--- src/rtl/cdb_arbiter_rr.sv ---
// Round-robin common-data-bus arbiter: forwards at most one EU result per cycle.
// Define LEN5_CDB_OUT_REG_EN to add the registered output stage (1-cycle latency).

package expipe_pkg;
  localparam int unsigned EU_N      = 4;
  localparam int unsigned ROB_IDX_W = 6;
  localparam int unsigned VALUE_W   = 64;
  localparam int unsigned EXCEPT_W  = 5;

  typedef struct packed {
    logic [ROB_IDX_W-1:0] rob_idx;
    logic [VALUE_W-1:0]   res_value;
    logic                 except_raised;
    logic [EXCEPT_W-1:0]  except_code;
  } cdb_data_t;
endpackage

module cdb_arbiter_rr
  import expipe_pkg::cdb_data_t;
#(
  parameter int unsigned EU_N  = expipe_pkg::EU_N,
  parameter int unsigned IDX_W = $clog2(EU_N)
) (
  input  logic                 clk_i,
  input  logic                 rst_ni,
  input  logic                 flush_i,
  input  logic [EU_N-1:0]      eu_valid_i,
  output logic [EU_N-1:0]      eu_ready_o,
  input  cdb_data_t [EU_N-1:0] eu_data_i,
  output logic                 cdb_valid_o,
  input  logic                 cdb_ready_i,
  output cdb_data_t            cdb_data_o
);

  localparam logic [IDX_W-1:0] LAST_IDX = IDX_W'(EU_N - 1);
  localparam logic [IDX_W:0]   EU_N_EXT = (IDX_W+1)'(EU_N);

  logic [IDX_W-1:0] r_last;
  logic [IDX_W-1:0] w_start;
  logic [IDX_W:0]   w_cand;
  logic [EU_N-1:0]  w_grant;
  logic [IDX_W-1:0] w_grant_idx;
  logic             w_found;
  logic             w_accept;
  logic             w_xfer;

  // Search starts one past the last winner; EU_N need not be a power of two.
  assign w_start = (r_last == LAST_IDX) ? '0 : IDX_W'(r_last + IDX_W'(1));

  always_comb begin
    w_grant     = '0;
    w_grant_idx = '0;
    w_found     = 1'b0;
    w_cand      = '0;
    for (int unsigned i = 0; i < EU_N; i++) begin
      w_cand = (IDX_W+1)'({1'b0, w_start} + (IDX_W+1)'(i));
      if (w_cand >= EU_N_EXT) begin
        w_cand = (IDX_W+1)'(w_cand - EU_N_EXT);
      end
      if (!w_found && eu_valid_i[w_cand[IDX_W-1:0]]) begin
        w_found     = 1'b1;
        w_grant_idx = w_cand[IDX_W-1:0];
      end
    end
    w_grant[w_grant_idx] = w_found;
  end

`ifdef LEN5_CDB_OUT_REG_EN
  logic      r_out_valid;
  cdb_data_t r_out_data;

  // Output register may be refilled in the same cycle it drains.
  assign w_accept = !r_out_valid || cdb_ready_i;
`else
  assign w_accept = cdb_ready_i;
`endif

  // Ready is suppressed during reset so no EU sees a handshake that never lands.
  assign eu_ready_o = w_grant & {EU_N{w_accept && !flush_i && rst_ni}};
  assign w_xfer     = w_found && w_accept && !flush_i && rst_ni;

  always_ff @(posedge clk_i) begin
    if (!rst_ni) begin
      r_last <= LAST_IDX;
    end else if (w_xfer) begin
      r_last <= w_grant_idx;
    end
  end

`ifdef LEN5_CDB_OUT_REG_EN
  always_ff @(posedge clk_i) begin
    if (!rst_ni) begin
      r_out_valid <= 1'b0;
      r_out_data  <= '0;
    end else if (flush_i) begin
      r_out_valid <= 1'b0;
    end else if (w_xfer) begin
      r_out_valid <= 1'b1;
      r_out_data  <= eu_data_i[w_grant_idx];
    end else if (cdb_ready_i) begin
      r_out_valid <= 1'b0;
    end
  end

  assign cdb_valid_o = r_out_valid && !flush_i && rst_ni;
  assign cdb_data_o  = r_out_data;
`else
  assign cdb_valid_o = (|eu_valid_i) && !flush_i && rst_ni;
  assign cdb_data_o  = eu_data_i[w_grant_idx];
`endif

endmodule

--- config.mk ---
export PLATFORM = sky130hd
export DESIGN_NAME = cdb_arbiter_rr
export DESIGN_NICKNAME = d
export VERILOG_FILES = /design/src/rtl/cdb_arbiter_rr.sv
export SDC_FILE = /design/constraint.sdc
export NUM_CORES = 1
export LEC_CHECK = 0
export ABC_CLOCK_PERIOD_IN_PS = 4300
export CAP_MARGIN = 20
export CORE_AREA = 2 2 151 153
export CTS_BUF_LIST = sky130_fd_sc_hd__clkbuf_16
export DETAILED_ROUTE_END_ITERATION = 12
export DIE_AREA = 0 0 153 155
export PLACE_DENSITY = 0.54
export SLEW_MARGIN = 20
export SYNTH_ARGS = -nofsm -noshare
export SYNTH_HDL_FRONTEND = slang
export SYNTH_SLANG_ARGS = --single-unit
export TNS_END_PERCENT = 50
--- constraint.sdc ---
create_clock -name clk_i -period 4.3 [get_ports clk_i]
set_clock_uncertainty 0.1 [all_clocks]
set_input_delay 0.86 -clock clk_i [delete_from_list [all_inputs] [get_ports clk_i]]
set_output_delay 0.86 -clock clk_i [all_outputs]
set_load 0.005 [all_outputs]
==> results of run 1 <==
[layer usage]
metal	vias to the layer above	GRT usage (%)	wire [um]	part of all wire, %
met2	206	25.7	9260	53
met5	-	0	0	0
met1	1875	15.2	6740	39
met3	6	3.76	1420	8.1
li1	2105	-	-	-
met4	0	1.01	48	0.27
[how the worst min path moves through the flow]
stage,startpoint,end,slack [ns],cells past startpoint
after floorplan,r_last[1]$_SDFFE_PN1P_,r_last[1]$_SDFFE_PN1P_,0.46,3
after global placement,r_last[1]$_SDFFE_PN1P_,r_last[1]$_SDFFE_PN1P_,0.51,3
after detailed placement,r_last[1]$_SDFFE_PN1P_,r_last[1]$_SDFFE_PN1P_,0.51,3
after CTS,r_last[1]$_SDFFE_PN1P_,r_last[1]$_SDFFE_PN1P_,0.52,3
after global routing,r_last[1]$_SDFFE_PN1P_,r_last[1]$_SDFFE_PN1P_,0.59,3
final,r_last[1]$_SDFFE_PN1P_,r_last[1]$_SDFFE_PN1P_,0.53,3
[critical path, stage by stage]
cell	delay (ns)
clkdlybuf4s15_1	0.27
or3b_4	0.44
a211oi_2	0.22
a32oi_2	0.09
a32o_4	0.33
buf_12	0.18
buf_4	0.17
mux2i_1	0.11
mux2i_1	0.12
clkdlybuf4s50_1	0.52
[synthesized netlist by cell type (2+ instances only)]
cell type and number:
o22ai_1 2, and3_1 2, mux2_4 2, o21ai_0 5, mux2i_1 231, dfxtp_1 2
inv_1 3, nand2_1 4, a32oi_1 2, mux2_2 4, nor2_1 5, buf_2 12
nor3b_1 3, a21oi_1 4, o21ai_1 2, ha_1 3, nor2b_1 4, buf_6 17
nor4_1 2
[stage by stage]
stage               std cells  setup TNS [ns]  area [um2]
floorplan                 326               0        3080
global placement         1031          -26.80        7700
detailed placement       1031          -26.27        7700
CTS                      1037               0        7840
global route             1039          -0.516        7950
finish                   1039        -0.00470        7950
[logic make-up (layout without fill, tap and decap cells)]
logic type               Yosys count  in the layout
multiplexers                     238            238
adder cells (fa/ha/maj)            3              3
buffers and inverters             33            461
XOR/XNOR                           2              2
AND/OR/NAND/NOR                   27             27
flip-flops                         2              2
AO/OA/AOI/OAI                     21             21
[area by class of cell]
class / count / area, um2 / share of cell area (%)
well taps: 285 / 357 / 4.49
flip-flops and latches: 2 / 40.0 / 0.504
multi-input cells: 291 / 2840 / 35.7
inverters: 3 / 11.3 / 0.142
repair buffers: 455 / 4630 / 58.2
clock buffers: 3 / 75.1 / 0.945
[where the power goes]
| group | total [mW] | internal (mW) | leakage [nW] | switching (mW) |
|---|---|---|---|---|
| logic | 2.30 | 1.41 | 3.81 | 0.891 |
| clock network | 0.139 | 0.118 | 0.0370 | 0.0207 |
| registers | 0.0229 | 0.0214 | 0.0165 | 0.00145 |
[what timing repair did]
action | in CTS | in global routing
cloned | 2 | 1
resized for setup | 65 | 35
setup buffers | 1 | 1
pin swaps | 2 | 1
setup endpoints to repair | 79 | 28
==> metrics.txt, run 1 <==
reg-to-reg endpoint r_last[1]$_SDFFE_PN1P_; syn avg cell area 9.45 um2; post-synthesis sequential area ratio 1.30%; share of the synthesized area in the top cell type 75.1%; chip width 153 um; compound-cell area share of the yosys netlist 4.67%; Starting Density 13.9%; Synth Area in XOR/XNOR 0.569%; synthesized-area fraction occupied by adder cells 1.22%; # rows 55; top_reg_cell synth dfxtp_1; largest family of logic cells by synthesized area multiplexers; Max-slew headroom 65.3%; Worst-path clk slew 0.03 ns; simple-gate share of the synthesized area 5.00%; failing checks setup timing; Crit path required time 3.34 ns; Clk Latency, worst-skew pair 0.22 ns; PwrDens 310 mW/mm2; largest net degree at the start of global routing 25; Area contributors post-synth mux2i_1 (75%), buf_6 (6.2%), buf_2 (1.9%), mux2_2 (1.5%), dfxtp_1 (1.3%); vias per cell 4.03; Final WS setup -0.00470 ns; most common cell after layout, fill and taps aside clkdlybuf4s50_1; Critical Path Sink Type output port; fin crit share 100%; ANT nets after route 0; post-placement setup slack -0.484 ns; CTS Buffer Depth 2; Most flops, register r_last; Final min period 4.30 ns; first-pass GRT wire length 25200 um; Final setup viols 1; Least-Margin Pin Slew 0.518 ns; RSZ-0062 raised after global routing true; H-tree depth 1; final hold slack 0.525 ns; fmax 232 MHz; Sink Count 2; HPWL after DPL 14700 um; Fin. Hold Viols 0; Crit Path Max Fanout 21; Placeable Area 0.0222 mm2; Post-Syn Nets 641; FILL cells 2303; overall power 2.46 mW; Critical Path End cdb_data_o[70]; Crit. Startpoint eu_valid_i[0]; most frequent cells in the layout clkdlybuf4s50_1 (318), mux2i_1 (227), dlygate4sd2_1 (49); Area growth syn-to-layout 158%; initial antenna violation count 0; io pins 393; Async S/R FF share, synth 0%; grt total ovfl 0; number of iterations in the first detailed-routing pass 4; Nets 1071; CTS Hold Buffers Added 0; routed wire length per instance 16.8 um; worst-case reg-to-reg path depth 9; R2R Setup Slk 1.63 ns; via count 4192; buffers added on ports 392; Leak 3.87 nW; Worst setup SP type input port; WL final 17500 um; n_diodes 0; Reg-to-Reg Start r_last[0]$_SDFFE_PN1P_; clock root buffer clkbuf_16; VDD IR max 162 uV; number of synthesized flops with an enable pin 0; CP Class in2out; Die Height 155 um; number of unique standard cell types used by synthesis 36; status finished, violations left; TritonCTS Buffers 3; number of DRC markers in iteration 0 152; Critical Path AT 3.34 ns; max reg flops 2; fraction of synthesized area in multiplexers 78.2%; post-synth top area cell mux2i_1; Post-route DRC 0; Layout Utilization 35.8%; final max-slew violation count 0; Regs by FF count r_last: 2 flops; GPL Wtd Cong 0.783; share of cells above drive strength 1 11.9%; worst min path class reg2reg; vias in the first global route 4480; max-cap viol count 0; Post-Syn Area 0.00308 mm2; Die Area 0.0237 mm2; Mapped Cells 326; TritonCTS clock tree yes; Seq cells post-synth 2; GRT Util Overall 13.3%; yosys warns 0
No activity file was read; power rests on OpenSTA's default activity.
==> inputs of run 2 (changes only) <==
CORE_AREA = 8 8 145 147   (was 2 2 151 153)
PLACE_DENSITY = default   (was 0.54)
==> run 2 against run 1 <==
Net effect: the flow now finishes without violations; register-to-register slack barely moved; total power rose by 4.6%; fmax rose by 2.3%; count of clock-buffer cells in the layout did not move; largest power group unchanged; design area rose by 0.13%; highest routed layer unchanged.
==> metrics.txt, run 2 (synthesis gave the netlist of run 1 again) <==
share of cells above drive strength 1 13.2%; initial antenna violation count 0; max reg flops 2; Crit Path Max Fanout 7; Starting Density 16.3%; via count 4351; io pins 393; ANT nets after route 0; fin area 0.00796 mm2; clock root buffer clkbuf_16; Least-Margin Pin Slew 0.401 ns; H-tree depth 1; n_diodes 0; max-cap viol count 0; Final setup viols 0; HPWL after DPL 17200 um; WL final 20500 um; first-pass GRT wire length 29100 um; number of iterations in the first detailed-routing pass 4; buffers added on ports 392; chip width 153 um; TritonCTS Buffers 3; CTS Buffer Depth 2; RSZ-0062 raised after global routing true; vias per cell 4.38; Post-route DRC 0; most frequent cells in the layout clkdlybuf4s50_1 (324), mux2i_1 (225), dlygate4sd2_1 (45); Placeable Area 0.0190 mm2; Most flops, register r_last; CP Class in2out; Worst-path clk slew 0.03 ns; Max-slew headroom 73.3%; Nets 1072; Fin Setup TNS 0 ns; GRT Util Overall 15.6%; Critical Path AT 3.25 ns; R2R Setup Slk 1.63 ns; Clk Latency, worst-skew pair 0.22 ns; final max-slew violation count 0; worst min path class reg2reg; Worst setup SP type input port; cell area after placement 0.00754 mm2; grt total ovfl 0; Die Height 155 um; largest net degree at the start of global routing 29; routed wire length per instance 20.7 um; Critical Path Sink Type output port; Leak 3.83 nW; Die Area 0.0237 mm2; status finished clean; fin crit share 97.8%; PwrDens 324 mW/mm2; # rows 51; most common cell after layout, fill and taps aside clkdlybuf4s50_1; number of DRC markers in iteration 0 154; Sink Count 2; fmax 238 MHz; TritonCTS clock tree yes; Crit path required time 3.34 ns; final hold slack 0.521 ns; VDD IR max 133 uV; Area growth syn-to-layout 158%; Regs by FF count r_last: 2 flops; Fin. Hold Viols 0; vias in the first global route 4858; GPL Wtd Cong 0.897; Final min period 4.21 ns; FILL cells 1846
[run 2: changes by cell type in the layout (fill, tap and decap cells not counted), moves of 2 or more]
| cell | delta |
|---|---|
| mux2i_1 | -2 |
| dlymetal6s2s_1 | -10 |
| buf_6 | -2 |
| dlygate4sd2_1 | -4 |
| buf_4 | -2 |
| clkdlybuf4s15_1 | +4 |
| buf_16 | +3 |
| clkbuf_2 | +6 |
| clkdlybuf4s50_1 | +6 |
| mux2i_4 | +2 |
[run 2: final timing paths]
path                               start                      to  cells past startpoint
setup / recovery           eu_valid_i[0]          cdb_data_o[19]                     11
hold reg to reg   r_last[1]$_SDFFE_PN1P_  r_last[1]$_SDFFE_PN1P_                      3
setup reg to reg  r_last[1]$_SDFFE_PN1P_  r_last[1]$_SDFFE_PN1P_                     10
hold / removal    r_last[1]$_SDFFE_PN1P_  r_last[1]$_SDFFE_PN1P_                      3
[run 2: routing by layer]
metal,up-vias,global-route usage (%),share of wire [%]
met4,0,1.74,0.87
met3,13,5.19,8.3
met2,244,30.9,54
li1,2111,-,-
met5,-,0,0
met1,1983,15.9,37
[run 2: what timing repair did]
| item | CTS | global route |
|---|---|---|
| hold buffers | 0 | 0 |
| buffers inserted | 7 | 7 |
| pin swaps | 4 | 3 |
| resized for setup | 75 | 38 |
| setup endpoints to repair | 80 | 54 |
| cloned | 4 | 2 |
[run 2: through the flow]
step,util (%),instances,total power [mW],setup slack [ns]
3_3_place_gp,39.8,971,2.31,-0.375
5_1_grt,42.0,993,2.74,-0.0166
6_report,42.0,993,2.58,0.0938
2_1_floorplan,-,326,1.13,0.766
3_5_place_dp,39.8,971,2.33,-0.461
4_1_cts,41.4,985,2.54,0.00105
[run 2: area by class of cell]
class	count	area (um2)	share of cell area, %
clock buffer	3	75.1	0.943
inverter	3	11.3	0.142
multi-input combinational	291	2860	36.0
sequential	2	40.0	0.503
tap	238	298	3.74
timing repair buffer	456	4670	58.7
[run 2: power breakdown]
part	switching [mW]	internal, mW	leakage [nW]
sequential	0.00152	0.0214	0.0165
combinational	0.943	1.47	3.78
clock	0.0227	0.118	0.0370
[run 2: worst max-delay path: stages]
cell and delay (ns):
dlygate4sd2_1 0.27, or3b_4 0.41, a211oi_2 0.20, a32oi_2 0.09, a32o_4 0.35, buf_12 0.15, bufbuf_16 0.26, buf_4 0.15
mux2i_1 0.11, mux2i_1 0.13, clkdlybuf4s15_1 0.25
==> inputs of run 3 (changes only) <==
PLACE_DENSITY = 0.65   (was default)
==> run 3 against run 2 <==
Net effect: fmax fell by 1.4%; setup slack worse by 0.061 ns; combinational power down 5%; count of clock-buffer cells in the layout unchanged; design area fell by 0.64%; final cell count increased by 0.70%; die area unchanged; total power fell by 5.2%; register-to-register slack gained 0.15 ns; sequential share of layout area about the same; flip-flop and latch count unchanged; clock power hardly changed; highest routed layer unchanged.
==> metrics.txt, run 3 (synthesis gave the netlist of run 1 again) <==
status finished clean; via count 4215; Final min period 4.27 ns; CTS Buffer Depth 2; grt total ovfl 0; P_sw 0.909 mW; share of power burned in the clock network 5.7%; Post-Place Cells 983; Most Frequent Cell on Critical Path mux2i_1; max incr delay on CP 0.53 ns; routed wire length per instance 18.5 um; Nets 1079; fin area 0.00791 mm2; final max-slew violation count 0; Switching Fraction 37.2%; Leak 3.92 nW; top sig layer met4; CTS Hold Buffers Added 0; Max-slew headroom 75.0%; n_diodes 0; number of DRC markers in iteration 0 106; metal3 WL 1990 um; WP buf/inv 4; final hold slack 0.510 ns; initial antenna violation count 0; largest net degree at the start of global routing 25; Area growth syn-to-layout 157%; most frequent cells in the layout clkdlybuf4s50_1 (313), mux2i_1 (227), dlygate4sd2_1 (56); Critical Path AT 3.31 ns; CP Class in2out; Comb power frac 93.4%; Post-route DRC 0; Placeable Area 0.0190 mm2; Regs by FF count r_last: 2 flops; critical-path cell list dlygate4sd2_1, or3_4, a211oi_2, a32oi_2, a32o_4, buf_12, buf_16, mux2i_1, mux2i_1, clkdlybuf4s50_1; Starting Density 16.3%; clock root buffer clkbuf_16; Clk Latency, worst-skew pair 0.22 ns; Fin. Hold Viols 0; ANT nets after route 0; most common cell after layout, fill and taps aside clkdlybuf4s50_1; first-pass GRT wire length 27300 um; Pint 1.53 mW; Crit Path Max Fanout 18; fin crit share 99.2%; TritonCTS Buffers 3; vias per cell 4.22; Seq pwr share 0.9%; buffers added on ports 392; Least-Margin Pin Slew 0.374 ns; GRT Util Overall 14.5%; H-tree depth 1; share of cells above drive strength 1 12.6%; max-cap viol count 0; number of iterations in the first detailed-routing pass 4; cell area after placement 0.00762 mm2; Sink Count 2; Die Height 155 um; vias in the first global route 4680; Die Area 0.0237 mm2; fin cells 1000; max reg flops 2; Worst-path clk slew 0.03 ns; VDD IR max 153 uV; Critical Path Sink Type output port; fmax 234 MHz; Layout Utilization 41.7%; GPL Wtd Cong 0.864; overall power 2.44 mW; WL met2 9270 um; RSZ-0062 raised after global routing true; Crit path required time 3.34 ns; WL final 18500 um; Worst setup SP type input port; HPWL after DPL 16400 um; Worst path top cell family by delay buffers and inverters; TritonCTS clock tree yes; Most flops, register r_last; PwrDens 309 mW/mm2; Final setup viols 0; chip width 153 um; # rows 51; io pins 393; Metal-1 WL 7030 um; Max stage delay cell, worst path clkdlybuf4s50_1; worst min path class reg2reg
run 3: cell count changes in the layout (fill, tap and decap cells not counted), moves of 2 or more:
cell	before	now
clkdlybuf4s15_1	6	0
buf_12	14	9
mux2i_1	225	227
buf_6	1	4
dlygate4sd2_1	45	56
clkbuf_2	7	0
clkdlybuf4s50_1	324	313
dlymetal6s2s_1	10	23
buf_4	41	54
clkbuf_16	5	3
run 3: path summary, 6_finish.rpt:
check,start,endpoint,slack (ns),depth (start not counted)
max reg2reg,r_last[0]$_SDFFE_PN1P_,r_last[0]$_SDFFE_PN1P_,1.78,11
min reg2reg,r_last[1]$_SDFFE_PN1P_,r_last[1]$_SDFFE_PN1P_,0.51,3
max,eu_valid_i[3],cdb_data_o[6],0.03,10
min,r_last[1]$_SDFFE_PN1P_,r_last[1]$_SDFFE_PN1P_,0.51,3
run 3: worst reg2reg max path, cell delays in order, from the launching register on:
cell	delay, ns
dfxtp_1	0.32
inv_1	0.07
ha_1	0.33
buf_4	0.18
mux2i_1	0.25
mux2_2	0.22
a21oi_2	0.07
a32o_4	0.31
buf_12	0.15
buf_8	0.15
buf_4	0.16
mux2i_1	0.13
run 3: area by class of cell:
cell class,count,area (um2)
fillers,1887,11000
repair buffers,463,4640
multi-input cells,291,2840
well taps,238,298
clock buffers,3,75.1
flip-flops and latches,2,40.0
inverters,3,11.3
run 3: layer usage:
| layer | vias up | global-route usage [%] |
|---|---|---|
| li1 | 2119 | - |
| met1 | 1849 | 15.7 |
| met2 | 233 | 26.4 |
| met3 | 14 | 6.32 |
| met4 | 0 | 1.56 |
| met5 | - | 0 |
run 3: per-stage QoR:
step | setup TNS (ns) | setup slack [ns]
after detailed placement | -18.05 | -0.340
final | 0 | 0.0331
after CTS | 0 | 0.000637
after global routing | -0.0744 | -0.0363
after global placement | -18.23 | -0.348
after floorplan | 0 | 0.766
run 3: timing repair:
action | in CTS | in global routing
setup buffers | 10 | 3
hold endpoints to repair | 0 | 0
setup endpoints to repair | 80 | 29
gates cloned | 1 | 0
pin swaps | 0 | 1
resized for setup | 71 | 27
run 3: power groups by stage:
stage,registers (mW),logic (mW),clock network (mW)
after detailed placement,0.0229,2.33,0
final,0.0227,2.28,0.138
after global placement,0.0228,2.34,0
after floorplan,0.0233,1.10,0
after CTS,0.0227,2.32,0.140
after global routing,0.0232,2.44,0.143
